File: config.mk
export PLATFORM = sky130hd
export DESIGN_NAME = burst_gate_gen
export DESIGN_NICKNAME = d
export VERILOG_FILES = /design/src/rtl/burst_gate_gen.sv
export SDC_FILE = /design/constraint.sdc
export NUM_CORES = 1
export LEC_CHECK = 0
export BUFFER_PORTS_ARGS = -buffer_cell sky130_fd_sc_hd__buf_4
export CAP_MARGIN = 15
export CORE_MARGIN = 2
export CORE_UTILIZATION = 40
export CTS_CLUSTER_DIAMETER = 120
export DETAILED_ROUTE_END_ITERATION = 10
export SLEW_MARGIN = 10
export SYNTH_ARGS = -nofsm -noshare
export SYNTH_HDL_FRONTEND = slang
export SYNTH_SLANG_ARGS = --single-unit
File: constraint.sdc
create_clock -name clk -period 4 [get_ports clk]
set_input_delay 0.4 -clock clk [delete_from_list [all_inputs] [get_ports clk]]
set_output_delay 0.4 -clock clk [all_outputs]
set_load 0.01 [all_outputs]
File: src/rtl/burst_gate_gen.sv
// burst_gate_gen: qualifies horizontal sync tips in the raw composite sample
// stream, opens a fixed colour-burst window after each qualified sync, and
// tracks line period / line lock for the chroma PLL front end.
module burst_gate_gen #(
    parameter logic signed [11:0] SYNC_THRESH  = -12'sd512,
    parameter int                 MIN_SYNC     = 40,
    parameter int                 MAX_SYNC     = 100,
    parameter int                 BURST_DELAY  = 9,
    parameter int                 BURST_LEN    = 36,
    parameter int                 NOMINAL_LINE = 910,
    parameter int                 LINE_TOL     = 8,
    parameter int                 LOCK_COUNT   = 4,
    parameter bit                 GATE_ON_LOCK = 1'b0
) (
    input  logic               clk,
    input  logic               rst,
    input  logic signed [11:0] video_in,
    output logic               hsync_pulse,
    output logic               burst_active,
    output logic [13:0]        line_period,
    output logic               line_locked
);

    // Counter widths sized to the largest value each one has to hold.
    localparam int SYNC_W = $clog2(MAX_SYNC + 2);
    localparam int GOOD_W = $clog2(LOCK_COUNT + 1);

    localparam logic [SYNC_W-1:0] SYNC_ONE  = SYNC_W'(1);
    localparam logic [SYNC_W-1:0] SYNC_MIN  = SYNC_W'(MIN_SYNC);
    localparam logic [SYNC_W-1:0] SYNC_MAX  = SYNC_W'(MAX_SYNC);
    localparam logic [SYNC_W-1:0] SYNC_SAT  = SYNC_W'(MAX_SYNC + 1);
    localparam logic [7:0]        DLY_LAST  = 8'(BURST_DELAY);
    localparam logic [6:0]        BURST_END = 7'(BURST_LEN);
    localparam logic [13:0]       LINE_MAX  = 14'h3FFF;
    localparam logic [14:0]       NOM15     = 15'(NOMINAL_LINE);
    localparam logic [14:0]       TOL15     = 15'(LINE_TOL);
    localparam logic [GOOD_W-1:0] GOOD_ONE  = GOOD_W'(1);
    localparam logic [GOOD_W-1:0] GOOD_FULL = GOOD_W'(LOCK_COUNT);

    typedef enum logic [1:0] {
        IDLE    = 2'd0,
        IN_SYNC = 2'd1,
        DELAY   = 2'd2,
        BURST   = 2'd3
    } state_t;

    state_t             state_q,      state_d;
    logic [SYNC_W-1:0]  sync_cnt_q,   sync_cnt_d;
    logic [7:0]         dly_cnt_q,    dly_cnt_d;
    logic [6:0]         burst_cnt_q,  burst_cnt_d;
    logic [13:0]        line_cnt_q,   line_cnt_d;
    logic [GOOD_W-1:0]  good_cnt_q,   good_cnt_d;
    logic               first_seen_q, first_seen_d;
    logic               hsync_q,      hsync_d;
    logic               burst_q,      burst_d;
    logic [13:0]        period_q,     period_d;
    logic               locked_q,     locked_d;

    logic               in_tip;
    logic               qual;
    logic [14:0]        period_diff;
    logic [14:0]        period_abs;
    logic               period_ok;

    assign in_tip = (video_in < SYNC_THRESH);

    // Deviation from nominal: unsigned 15-bit difference, then fold negatives.
    assign period_diff = {1'b0, line_cnt_q} - NOM15;
    assign period_abs  = period_diff[14] ? (15'd0 - period_diff) : period_diff;
    assign period_ok   = (period_abs <= TOL15);

    // State and output registers; reset drops everything, burst window included.
    always_ff @(posedge clk or posedge rst) begin
        if (rst) begin
            state_q      <= IDLE;
            sync_cnt_q   <= '0;
            dly_cnt_q    <= '0;
            burst_cnt_q  <= '0;
            line_cnt_q   <= '0;
            good_cnt_q   <= '0;
            first_seen_q <= 1'b0;
            hsync_q      <= 1'b0;
            burst_q      <= 1'b0;
            period_q     <= '0;
            locked_q     <= 1'b0;
        end else begin
            state_q      <= state_d;
            sync_cnt_q   <= sync_cnt_d;
            dly_cnt_q    <= dly_cnt_d;
            burst_cnt_q  <= burst_cnt_d;
            line_cnt_q   <= line_cnt_d;
            good_cnt_q   <= good_cnt_d;
            first_seen_q <= first_seen_d;
            hsync_q      <= hsync_d;
            burst_q      <= burst_d;
            period_q     <= period_d;
            locked_q     <= locked_d;
        end
    end

    // Next state: sync qualification, burst window timing, period and lock tracking.
    always_comb begin
        state_d      = state_q;
        sync_cnt_d   = sync_cnt_q;
        dly_cnt_d    = dly_cnt_q;
        burst_cnt_d  = burst_cnt_q;
        line_cnt_d   = line_cnt_q;
        good_cnt_d   = good_cnt_q;
        first_seen_d = first_seen_q;
        hsync_d      = 1'b0;
        burst_d      = burst_q;
        period_d     = period_q;
        locked_d     = locked_q;
        qual         = 1'b0;

        case (state_q)
            IDLE: begin
                if (in_tip) begin
                    state_d    = IN_SYNC;
                    sync_cnt_d = SYNC_ONE;
                end
            end
            IN_SYNC: begin
                if (in_tip) begin
                    // Saturate one past the max so broad pulses stay rejected.
                    if (sync_cnt_q != SYNC_SAT)
                        sync_cnt_d = sync_cnt_q + SYNC_ONE;
                end else begin
                    sync_cnt_d = '0;
                    if ((sync_cnt_q >= SYNC_MIN) && (sync_cnt_q <= SYNC_MAX)) begin
                        qual      = 1'b1;
                        state_d   = DELAY;
                        dly_cnt_d = 8'd1;
                    end else begin
                        state_d = IDLE;
                    end
                end
            end
            DELAY: begin
                // Lock flag already reflects this hsync's update here.
                if (GATE_ON_LOCK && !locked_q) begin
                    state_d = IDLE;
                end else if (dly_cnt_q == DLY_LAST) begin
                    burst_d     = 1'b1;
                    burst_cnt_d = 7'd1;
                    state_d     = BURST;
                end else begin
                    dly_cnt_d = dly_cnt_q + 8'd1;
                end
            end
            BURST: begin
                if (burst_cnt_q == BURST_END) begin
                    burst_d = 1'b0;
                    state_d = IDLE;
                end else begin
                    burst_cnt_d = burst_cnt_q + 7'd1;
                end
            end
            default: state_d = IDLE;
        endcase

        if (qual) begin
            hsync_d    = 1'b1;
            period_d   = line_cnt_q;
            line_cnt_d = 14'd1;
            if (!first_seen_q) begin
                // First sync after reset has no valid period to judge.
                first_seen_d = 1'b1;
            end else begin
                if (period_ok) begin
                    if (good_cnt_q != GOOD_FULL)
                        good_cnt_d = good_cnt_q + GOOD_ONE;
                end else begin
                    if (good_cnt_q != '0)
                        good_cnt_d = good_cnt_q - GOOD_ONE;
                end
                // Hysteresis: set only at full count, clear only at empty.
                if (good_cnt_d == GOOD_FULL)
                    locked_d = 1'b1;
                else if (good_cnt_d == '0)
                    locked_d = 1'b0;
            end
        end else begin
            if (line_cnt_q != LINE_MAX)
                line_cnt_d = line_cnt_q + 14'd1;
            // Lost syncs entirely: drop lock the moment the counter pegs.
            if (line_cnt_d == LINE_MAX) begin
                good_cnt_d = '0;
                locked_d   = 1'b0;
            end
        end
    end

    assign hsync_pulse  = hsync_q;
    assign burst_active = burst_q;
    assign line_period  = period_q;
    assign line_locked  = locked_q;

endmodule

Yosys cells after proc, flatten, opt, wreduce, memory -nomap -nowiden:

Index checks and enable logic that the tools add are counted.

* output and inout bits: 17
* input bits: 14
* flip-flop bits (word level): 59
* logic and storage cells: 99

* multiplexer cells: 41
* reductions and logical operators: 15
* magnitude comparators: 4
* add/subtract/negate cells: 8
* eq/ne operators: 20

Operators with widths (number)
* two-way mux 14 bit: 3
* two-way mux 7 bit: 5
* one-hot mux 7 bit (2 select lines): 2
* two-way mux 3 bit: 8
* two-way mux 8 bit: 3
* inequality test 2 bit, second input constant: 8
* one-hot mux 8 bit (2 select lines): 1
* <= comparator 15 x 4 -> 1 bit, second input constant: 1
* two-way mux 15 bit: 1
* subtractor 1 x 15 -> 15 bit, first input constant: 1
* subtractor 14 x 10 -> 15 bit, second input constant: 1
* adder 14 x 1 -> 14 bit, second input constant: 1
* adder 7 x 1 -> 7 bit, second input constant: 2
* == test 14 bit, second input constant: 1
* inequality test 14 bit, second input constant: 1
* < comparator 12 x 10 -> 1 bit, second input constant: 1
* AND reduction 3 bit: 4
* two-way mux 1 bit: 11
* two-way mux 2 bit: 5
* adder 8 x 1 -> 8 bit, second input constant: 1
* == test 8 x 4 -> 1 bit, second input constant: 1
* one-hot mux 2 bit (4 select lines): 1
* AND reduction 4 bit: 2
* nonzero test 2 bit: 4
* other kinds (17): 19

Depth between registers and ports, before layout:

Gate-level depths: netlist (run 1).

* depth in word-level cells: 12
* depth in mapped cells: 11

Least setup slack after synthesis (run 1):

Ideal clock, no wire load.

* path kind: register to register
* start point: register line_cnt_q[1]
* end point: register locked_q, in the netlist line_locked
* data required time: 3.920 ns
* data arrival time: 2.993 ns
* setup time: 0.080 ns
* buffers on the path: 1
* cell stages (with the launch flop): 12
* path slack: 0.927 ns
* path through: dfrtp_1 > ha_1 > clkbuf_1 > a2111oi_4 > nor2_1 > xnor2_1 > a211oi_1 > a31oi_2 > a2111o_1 > mux2i_1 > a311o_1 > o211ai_2

* cells in the longest elaborated chain, start to end: 11
* elaborated cells on any way between the ends: 20
* classes of those cells: add/sub: 3; order compare: 1; eq/ne: 4; mux: 9; reduce/logical: 3

Ends and longest elaborated chain
* start: declaration: RTL line 51 `logic [13:0] line_cnt_q, line_cnt_d;`
* start signal: assignment: RTL line 91 `line_cnt_q <= line_cnt_d;`
* subtractor 14 x 10 -> 15 bit: RTL line 68 `assign period_diff = {1'b0, line_cnt_q} - NOM15;`
* subtractor 1 x 15 -> 15 bit: RTL line 69 `assign period_abs = period_diff[14] ? (15'd0 - period_diff) : period_diff;`
* two-way mux 15 bit: RTL line 69
* <= comparator 15 x 4 -> 1 bit: RTL line 70 `assign period_ok = (period_abs <= TOL15);`
* two-way mux 3 bit: RTL line 170 `if (period_ok) begin`
* two-way mux 3 bit: RTL line 166 `if (!first_seen_q) begin`
* two-way mux 3 bit: RTL line 162 `if (qual) begin`
* == test 3 bit: RTL line 178 `if (good_cnt_d == GOOD_FULL)`
* two-way mux 1 bit: RTL line 178
* two-way mux 1 bit: RTL line 166
* two-way mux 1 bit: RTL line 162
* end signal: assignment: RTL line 97 `locked_q <= locked_d;`
* end: declaration: RTL line 57 `logic locked_q, locked_d;`

Several ways; a longest one is shown, not always the timed one. The select of a mux whose other input is x is not followed.
A chain may end at the register's enable or synchronous reset.

Worst setup path in the final report (run 1):

Same ends and word-level chain as after synthesis.

==> impl_metrics.env, run 1 <==
export IMPL_area_growth_pct=12.75
export IMPL_die_x_um=102.6
export IMPL_setup_tns_ps=0
export IMPL_wire_per_inst_um=14.77
export IMPL_fin_nets=463
export IMPL_grt_pass1_wl_um=14460
export IMPL_synth_top_area_cell="dfrtp_1"
export IMPL_leakage_uw=0.001860
export IMPL_gp_congestion=0.8357
export IMPL_comb_power_share_pct=2.4
export IMPL_vias_per_cell=5.401
export IMPL_gr_total_overflow=0
export IMPL_dr_wl_met2_um=3887
export IMPL_endpoint_kind="flop"
export IMPL_fmax_mhz=292.9
export IMPL_design_area_sq_um=4382
export IMPL_dr_wl_met3_um=257
export IMPL_maxCapViolations=0
export IMPL_insertedDiodeCount=0
export IMPL_place_inst=552
export IMPL_switching_share_pct=21.51
export IMPL_drt_met1_wl_um=4176
export IMPL_tightest_slew_ps=852.3
export IMPL_seq_power_share_pct=46.3
export IMPL_rows=35
export IMPL_drive_above_1_share_pct=17.54
export IMPL_fin_crit_sh_pct=85.36
export IMPL_cts_buffers=9
export IMPL_crit_type="flop to flop"
export IMPL_p_per_area_nw_per_um2=297.7
export IMPL_cts_sinks=59
export IMPL_layout_cells_non_filler=568
export IMPL_p_switching_uw=280.6
export IMPL_antenna_found_initial=0
export IMPL_synth_nets=450
export IMPL_synthCells=421
export IMPL_die_y_um=102.6
export IMPL_ant_nets=0
export IMPL_finalHoldViolations=0
export IMPL_hpwl_um=5766
export IMPL_async_reset_ff_share_pct=100.0
export IMPL_cp_start_kind="flop"
export IMPL_ys_top_cells_by_count="59 x dfrtp_1, 54 x nor2_1, 35 x nand2_1"
export IMPL_ctsResizeCount=0
export IMPL_cts_root_buf="clkbuf_8"
export IMPL_vias=3068
export IMPL_required_ps=4250
export IMPL_die_area_sq_um=10520
export IMPL_ys_types=70
export IMPL_syn_mean_instance_area_sq_um=9.231
export IMPL_yosysMostFrequentCell="dfrtp_1"
export IMPL_power_internal_uw=1024
export IMPL_setup_viol_count_final=0
export IMPL_grt_max_degree=40
export IMPL_vdd_ir_drop_worst_v=0.0001567
export IMPL_synth_area_leaders="dfrtp_1 38%, nor2_1 5.2%, ha_1 4.8%, xor2_1 4.3%, mux2_2 4.1%"
export IMPL_clk_latency_ps=340
export IMPL_cts_max_path_buffers=2
export IMPL_drc=0
export IMPL_cp_max_fo=12
export IMPL_yosysWarnings=0
export IMPL_drtPass1Iterations=4
export IMPL_htree_levels=3
export IMPL_synth_seq_area_share_pct=37.99
export IMPL_core_area_sq_um=9328
export IMPL_grt_pass1_vias=3052
export IMPL_port_buffers=21
export IMPL_synth_top_area_share_pct=37.99
export IMPL_drt_iter0_markers=178
export IMPL_ctsHoldBuffers=0
export IMPL_ys_ff_latch=59
export IMPL_io_pins=31
export IMPL_synth_edf_count=0
export IMPL_total_power_uw=1304
export IMPL_hp_class="input port to asynchronous set/reset pin"
export IMPL_grtUsageTotal_pct=17.27
export IMPL_finalClockSkew_ps=13.42
export IMPL_clkTransAtPathRegs_ps=70
export IMPL_cts_tree="built"
export IMPL_status="finished, final reports clean"
export IMPL_postPlaceCellArea_sq_um=4140
export IMPL_syn_area_sq_um=3886
export IMPL_rsz0062_at_grt="no"
export IMPL_finalCriticalPeriod_ps=3414
export IMPL_finalMaxSlewViolations=0
export IMPL_top_layer="met4"
export IMPL_wirelength_um=8388
export IMPL_start_util_pct=41.66
export IMPL_critPathArrivalTime_ps=3670
export IMPL_slew_headroom_pct=43.06
export IMPL_post_cts_buffers=0
export IMPL_synth_flop_cell="dfrtp_1"
export IMPL_clkPwrFrac_pct=51.2
[area by class of cell]
type,count,area [sq um]
clock inverters,6,113.9
inverters,14,52.55
well taps,129,161.4
clock buffers,10,127.6
repair buffers,26,195.2
flip-flops and latches,59,1476
fillers,907,4946
multi-input cells,324,2255
[through the flow]
step	util (%)	setup WS (ps)	hold WS, ps
finish	46.98	585.5	76.22
global route	46.98	342.9	98.08
CTS	46.98	601.9	77.91
detailed placement	44.39	629.6	447.2
global placement	44.39	683.4	440.5
floorplan	-	927.1	488.5
[worst paths after layout]
kind,from,to,slack [ps],cells past startpoint
max in group asynchronous,rst,burst_cnt_q[6],3050,3
max reg2reg,line_cnt_q[1],line_locked,590,10
min reg2reg,line_period[5],line_period[5],510,1
min in group clk,video_in[11],state_q[0],420,3
max,line_cnt_q[1],line_locked,590,10
min,rst,line_period[4],80,2
[cells in the final DEF (no fill, tap or decap), types with 3 or more instances in the layout]
cell type	instances
dfrtp_1	59
nor2_1	54
nand2_1	35
buf_4	26
xor2_1	19
nand3_1	19
o21ai_0	16
a21oi_1	16
ha_1	15
mux2_2	14
inv_1	13
xnor2_1	13
nand4_1	12
mux2i_1	9
clkbuf_8	9
and3_1	8
nand2b_1	6
nor3_1	6
a31oi_1	5
nor2b_1	4
o31ai_1	4
nand3b_1	3
and4_1	3
nor4_1	3
a211oi_1	3
bufinv_16	3
[sequential cells by signal, summed over array words and instances, names as in the netlist, named ones only]
name and cells:
state_q 1, dly_cnt_q 8, line_cnt_q 14, first_seen_q 1, sync_cnt_q 7, burst_cnt_q 7, burst_active 1, line_locked 1
line_period 14, hsync_pulse 1, good_cnt_q 3
[metal layers]
metal,GRT usage (%),vias to the layer above
met3,3.797,6
met5,0,-
met1,23.94,1482
met4,5.026,0
li1,-,1530
met2,27.25,50
[cells by family (layout without fill, tap and decap cells)]
kind of cell,count (synthesis),after routing,share of synthesized area [%]
multiplexers,23,23,6.375
AO/OA/AOI/OAI,80,80,16.36
flip-flops,59,59,37.99
buffers and inverters,38,56,4.024
AND/OR/NAND/NOR,173,173,22.79
adder cells (fa/ha/maj),15,15,4.829
XOR/XNOR,33,33,7.631
[power groups by stage]
stage               clock (uW)  sequential, uW  combinational [uW]
finish                     668             605                31.6
global route               716             605                37.2
CTS                        691             604                33.1
detailed placement           0             616                32.9
global placement             0             616                32.9
floorplan                    0             613                23.4
[worst max-delay path: stages, from the launching register on]
cell      delay, ps
dfrtp_1         620
ha_1            470
xor2_1          180
nor3b_2         350
nand3_1         200
o31ai_4         230
nand3_1         180
a2111o_1        510
mux2i_1         170
a311o_1         340
o211ai_2         70
Note: power is estimated with default switching activity, not from simulation.
==> run 2, diff against run 1 <==
--- a/config.mk
+++ b/config.mk
@@ -5,6 +5,7 @@
 export SDC_FILE = /design/constraint.sdc
 export NUM_CORES = 1
 export LEC_CHECK = 0
+export ABC_AREA = 1
 export BUFFER_PORTS_ARGS = -buffer_cell sky130_fd_sc_hd__buf_4
 export CAP_MARGIN = 15
 export CORE_MARGIN = 2
==> run 2 against run 1 <==
Effect of this change:
- global-route usage decreased by 0.052 points
- critical path type unchanged
- core utilization down 0.32 points
- clock skew fell by 3.1 ps
- synthesized cell count up 24%
- sequential power increased by 48%
- largest cell class unchanged
- final cell count up 19%
- total power grew 100%
- first-iteration DRC count shrank 6.2%
- maximum frequency grew 25%
==> impl_metrics.env, run 2 <==
export IMPL_clk_latency_ps=340
export IMPL_synth_top_area_share_pct=38.57
export IMPL_fin_crit_sh_pct=68.38
export IMPL_worst_r2r_path_depth=13
export IMPL_syn_mean_instance_area_sq_um=7.360
export IMPL_port_buffers=21
export IMPL_start_util_pct=41.23
export IMPL_finalCriticalPeriod_ps=2735
export IMPL_critPathArrivalTime_ps=3000
export IMPL_setup_viol_count_final=0
export IMPL_synth_edf_count=0
export IMPL_synthSimpleGateAreaFrac_pct=34.65
export IMPL_clkPwrFrac_pct=25.3
export IMPL_ys_top_cells_by_count="143 x nand2_1, 67 x inv_1, 59 x dfrtp_1"
export IMPL_insertedDiodeCount=0
export IMPL_cts_root_buf="clkbuf_8"
export IMPL_wire_per_inst_um=12.01
export IMPL_power_internal_uw=1520
export IMPL_rsz0062_at_grt="no"
export IMPL_cts_tree="built"
export IMPL_synth_seq_area_share_pct=38.57
export IMPL_synth_adder_area_share_pct=4.904
export IMPL_grt_pass1_wl_um=14290
export IMPL_required_ps=4270
export IMPL_slew_headroom_pct=35.68
export IMPL_fmax_mhz=365.6
export IMPL_timing_rr_end="good_cnt_q[2]"
export IMPL_endpoint_kind="flop"
export IMPL_grt_pass1_vias=3104
export IMPL_gp_congestion=0.9437
export IMPL_gr_total_overflow=0
export IMPL_synth_area_mux_share_pct=0
export IMPL_tightest_slew_ps=963.5
export IMPL_vias_per_cell=4.870
export IMPL_grtUsageTotal_pct=17.22
export IMPL_ctsHoldBuffers=0
export IMPL_crit_start="line_cnt_q[1]"
export IMPL_leakage_uw=0.002188
export IMPL_finalMaxSlewViolations=0
export IMPL_grt_max_degree=47
export IMPL_design_area_sq_um=4332
export IMPL_htree_levels=3
export IMPL_final_cell_mix="143 x nand2_1, 66 x inv_1, 59 x dfrtp_1"
export IMPL_ys_ff_latch=59
export IMPL_vdd_ir_drop_worst_v=0.0002759
export IMPL_cts_sinks=59
export IMPL_setup_tns_ps=0
export IMPL_cts_max_path_buffers=2
export IMPL_r2r_start="line_cnt_q[1]"
export IMPL_die_area_sq_um=10370
export IMPL_hpwl_um=6083
export IMPL_die_y_um=101.8
export IMPL_top_layer="met4"
export IMPL_ant_nets=0
export IMPL_crit_type="flop to flop"
export IMPL_clkTransAtPathRegs_ps=70
export IMPL_drive_above_1_share_pct=15.12
export IMPL_cp_start_kind="flop"
export IMPL_wirelength_um=8140
export IMPL_postPlaceCellArea_sq_um=4091
export IMPL_synth_nets=549
export IMPL_async_reset_ff_share_pct=100.0
export IMPL_synth_top_family_by_area="simple AND/OR/NAND/NOR gates"
export IMPL_syn_area_sq_um=3827
export IMPL_yosysMostFrequentCell="nand2_1"
export IMPL_finalClockSkew_ps=10.28
export IMPL_synth_xor_area_share_pct=3.204
export IMPL_drtPass1Iterations=4
export IMPL_synth_compound_area_share_pct=9.709
export IMPL_synth_area_leaders="dfrtp_1 39%, nand2_1 14%, inv_1 6.6%, ha_1 4.9%, o21ai_0 4.8%"
export IMPL_status="finished, final reports clean"
export IMPL_p_switching_uw=1085
export IMPL_cp_endpoint="good_cnt_q[2]"
export IMPL_hp_class="input port to asynchronous set/reset pin"
export IMPL_maxCapViolations=0
export IMPL_antenna_found_initial=0
export IMPL_io_pins=31
export IMPL_post_cts_buffers=0
export IMPL_die_x_um=101.8
export IMPL_cp_max_fo=13
export IMPL_dr_wl_met3_um=315
export IMPL_drt_iter0_markers=167
export IMPL_synth_flop_cell="dfrtp_1"
export IMPL_area_growth_pct=13.17
export IMPL_cts_buffers=9
export IMPL_switching_share_pct=41.65
export IMPL_ctsResizeCount=0
export IMPL_comb_power_share_pct=40.4
export IMPL_vias=3302
export IMPL_drt_met1_wl_um=4220
export IMPL_layout_commonest_cell="nand2_1"
export IMPL_core_area_sq_um=9284
export IMPL_yosysWarnings=0
export IMPL_ys_types=35
export IMPL_finalHoldViolations=0
export IMPL_p_per_area_nw_per_um2=601.5
export IMPL_synthCells=520
export IMPL_rrSetupSlack_ps=1260
export IMPL_synth_top_area_cell="dfrtp_1"
export IMPL_dr_wl_met2_um=3556
export IMPL_drc=0
export IMPL_seq_power_share_pct=34.3
export IMPL_rows=35
export IMPL_fin_nets=573
[run 2: cell count changes in the layout (fill, tap and decap cells not counted), sizes merged, moves of 9 or more]
cell / previous run / this run
and3: 10 / 0
inv: 14 / 72
mux2: 14 / 0
mux2i: 9 / 0
nand2: 35 / 159
nand3: 19 / 39
nor2: 54 / 44
nor3: 6 / 19
o21ai: 17 / 40
xnor2: 13 / 1
[run 2: logic make-up (layout without fill, tap and decap cells)]
logic type / after synthesis / in the layout
AO/OA/AOI/OAI: 70 / 70
XOR/XNOR: 14 / 14
adder cells (fa/ha/maj): 15 / 15
buffers and inverters: 82 / 111
flip-flops: 59 / 59
AND/OR/NAND/NOR: 280 / 280
[run 2: area by class of cell]
class / count / area (sq um)
Clock inverter: 7 / 116.4
Sequential cell: 59 / 1476
Clock buffer: 9 / 123.9
Multi-Input combinational cell: 379 / 2008
Fill cell: 960 / 4952
Timing Repair Buffer: 23 / 172.7
Tap cell: 129 / 161.4
Inverter: 72 / 272.8
[run 2: worst min-delay path by stage]
stage | from | end | slack [ps] | cells past startpoint
floorplan | first_seen_q | first_seen_q | 430 | 2
global placement | first_seen_q | first_seen_q | 450 | 2
detailed placement | first_seen_q | first_seen_q | 460 | 2
CTS | rst | dly_cnt_q[2] | 310 | 2
global route | rst | burst_cnt_q[1] | 360 | 2
finish | rst | burst_cnt_q[0] | 290 | 2
[run 2: metal layers]
metal,GRT usage (%),vias to the layer above
met3,3.762,7
met4,3.795,0
li1,-,1723
met5,0,-
met1,24.74,1500
met2,26.77,72
[run 2: power groups by stage]
stage          Sequential (uW)  Combinational [uW]  Clock, uW
5_1_grt                    918                1220        702
2_1_floorplan              858                 884          0
3_5_place_dp               902                1050          0
4_1_cts                    893                1060        677
6_report                   895                1050        658
3_3_place_gp               899                1030          0
[run 2: worst max-delay path: stages, from the launching register on]
cell	delay, ps
dfrtp_1	530
ha_1	280
nand2_2	100
nor2_4	120
nand4_1	430
nand2_1	170
o21ai_1	100
nor3_1	150
nand3b_1	130
nor2_1	130
nand4_1	180
nand2_1	180
nor2_1	50
a21oi_1	110
[run 2: stage by stage]
| stage | util [%] | worst slack, ps | instances | hold slack [ps] | power, uW |
|---|---|---|---|---|---|
| detailed placement | 44.07 | 1290 | 662 | 456.4 | 1954 |
| finish | 46.66 | 1265 | 678 | 287.0 | 2606 |
| global placement | 44.07 | 1309 | 662 | 451.0 | 1928 |
| global route | 46.66 | 983.5 | 678 | 357.9 | 2842 |
| CTS | 46.66 | 1275 | 678 | 305.1 | 2629 |
| floorplan | - | 1726 | 520 | 434.6 | 1742 |
==> run 3, diff against run 2 <==
==> constraint.sdc (replaced) <==
create_clock -name clk -period 2.3 [get_ports clk]
set_input_delay 0.23 -clock clk [delete_from_list [all_inputs] [get_ports clk]]
set_output_delay 0.23 -clock clk [all_outputs]
set_load 0.01 [all_outputs]
==> run 3 against run 2 <==
Effect of this change:
- the run now ends with negative setup slack left
- combinational power rose to 2.6 times the previous value
- register-to-register slack got worse by 1500 ps
- sequential share of layout area fell by 4.8 points
- routed wire length rose by 12%
- non-clock buffer count rose by 56
- global-route usage rose by 1.6 points
- total power rose by 100%
- design area rose by 17%
- final cell count rose by 8.3%
- flip-flop and latch count did not move
- via count rose by 9.9%
- maximum frequency rose by 8.9%
- critical endpoint is now line_locked
==> impl_metrics.env, run 3 (synthesis gave the netlist of run 2 again) <==
export IMPL_gr_total_overflow=0
export IMPL_fill_cells=905
export IMPL_p_switching_uw=2256
export IMPL_setup_tns_ps=-524.4
export IMPL_start_util_pct=41.23
export IMPL_final_cell_mix="122 x nand2_1, 70 x buf_4, 62 x inv_1"
export IMPL_area_growth_pct=32.13
export IMPL_comb_power_share_pct=51.6
export IMPL_die_x_um=101.8
export IMPL_grt_max_degree=46
export IMPL_vdd_ir_drop_worst_v=0.0005313
export IMPL_finalMaxSlewViolations=0
export IMPL_cts_buffers=9
export IMPL_vias=3629
export IMPL_critPathArrivalTime_ps=2740
export IMPL_seq_area_sq_um=1483
export IMPL_die_area_sq_um=10370
export IMPL_required_ps=2530
export IMPL_cp_max_fo=3
export IMPL_grt_pass1_wl_um=15590
export IMPL_rows=35
export IMPL_core_area_sq_um=9284
export IMPL_power_internal_uw=3080
export IMPL_setup_viol_count_final=4
export IMPL_cp_start_kind="flop"
export IMPL_drtPass1Iterations=4
export IMPL_wire_per_inst_um=12.44
export IMPL_fmax_mhz=398.0
export IMPL_violations="negative setup slack"
export IMPL_seq_power_share_pct=28.5
export IMPL_wirelength_um=9128
export IMPL_grt_pass1_vias=3451
export IMPL_status="complete, but fails checks"
export IMPL_p_per_area_nw_per_um2=1055
export IMPL_insertedDiodeCount=0
export IMPL_finalHoldViolations=0
export IMPL_hpwl_um=6721
export IMPL_port_buffers=21
export IMPL_clkPwrFrac_pct=19.9
export IMPL_htree_levels=3
export IMPL_cts_root_buf="clkbuf_8"
export IMPL_crit_type="flop to flop"
export IMPL_switching_share_pct=42.27
export IMPL_drt_iter0_markers=133
export IMPL_maxCapViolations=0
export IMPL_clk_latency_ps=340
export IMPL_die_y_um=101.8
export IMPL_tightest_slew_ps=485.6
export IMPL_rrSetupSlack_ps=-210
export IMPL_cts_max_path_buffers=2
export IMPL_antenna_found_initial=0
export IMPL_finalCriticalPeriod_ps=2512
export IMPL_endpoint_kind="flop"
export IMPL_rsz0062_at_grt="yes"
export IMPL_cts_tree="built"
export IMPL_fin_nets=629
export IMPL_cts_sinks=59
export IMPL_whs_ps=393.9
export IMPL_fin_crit_sh_pct=109.2
export IMPL_grtUsageTotal_pct=18.86
export IMPL_layout_setup_ws_ps=-212.3
export IMPL_gp_congestion=0.8682
export IMPL_leakage_uw=0.002492
export IMPL_slew_headroom_pct=67.38
export IMPL_finalClockSkew_ps=6.326
export IMPL_drive_above_1_share_pct=30.91
export IMPL_ant_nets=0
export IMPL_vias_per_cell=4.944
export IMPL_layout_commonest_cell="nand2_1"
export IMPL_hp_class="input port to flop"
export IMPL_multi_input_area_sq_um=2281
export IMPL_drc=0
export IMPL_clkTransAtPathRegs_ps=70
export IMPL_io_pins=31
run 3: per-layer routing:
metal / share of wire (%) / track usage, % / wire [um]
met1: 45 / 23.06 / 4078
met2: 50 / 33.25 / 4560
met3: 3.3 / 3.899 / 297
met4: 2.1 / 6.154 / 191
met5: 0 / 0 / 0
run 3: repair_timing:
| item | CTS | global route |
|---|---|---|
| buffers inserted | 1 | 4 |
| pin swaps | 21 | 30 |
| endpoints found under the hold margin | 18 | 0 |
| hold buffers | 1 | 0 |
| resized for setup | 39 | 39 |
| setup endpoints to repair | 4 | 8 |
run 3: final cells by class:
type | count | area share (%)
clock buffer | 12 | 2.870
clock inverter | 4 | 1.460
inverter | 72 | 5.517
multi-input combinational | 379 | 45.10
sequential | 59 | 29.32
tap | 129 | 3.191
timing repair buffer | 79 | 12.54
run 3: power groups by stage:
stage	Clock, uW	Combinational, uW	Sequential [uW]
after floorplan	0	1540	1490
after global placement	0	2240	1490
after detailed placement	0	2280	1500
after CTS	1090	2550	1510
after global routing	1140	3070	1560
final	1060	2760	1520
run 3: critical path: stages (launching register included):
cell	delay, ps
dfrtp_2	440
ha_4	190
nand2_4	80
buf_6	120
nand4_1	200
nand2_2	180
nor2_4	50
nand2_2	80
nand4_1	130
nand2_1	100
nand3_1	60
nor2_1	130
nand3_2	120
nand2_2	90
nand2_2	70
nand2_4	80
nand3_2	70
nand2_2	70
nand2_1	50
nand2_1	50
nand2_1	40
run 3: through the flow:
stage          utilization [%]  setup slack (ps)  instance area, sq um  total power [uW]  cells
2_1_floorplan                -             26.29                  3827              3030    520
3_3_place_gp             48.25            -153.2                  4479              3734    712
3_5_place_dp             48.25            -198.0                  4479              3786    712
4_1_cts                  52.51            -102.8                  4875              5150    730
5_1_grt                  54.47            -390.3                  5057              5771    734
6_report                 54.47            -212.3                  5057              5336    734
run 3: final timing paths:
kind	start	to	depth (start not counted)
setup / recovery	line_cnt_q[1]	line_locked	20
hold / removal	video_in[11]	sync_cnt_q[0]	5
setup reg to reg	line_cnt_q[1]	line_locked	20
hold reg to reg	first_seen_q	first_seen_q	2
max in group asynchronous	rst	line_cnt_q[1]	4
min in group asynchronous	rst	line_period[3]	3
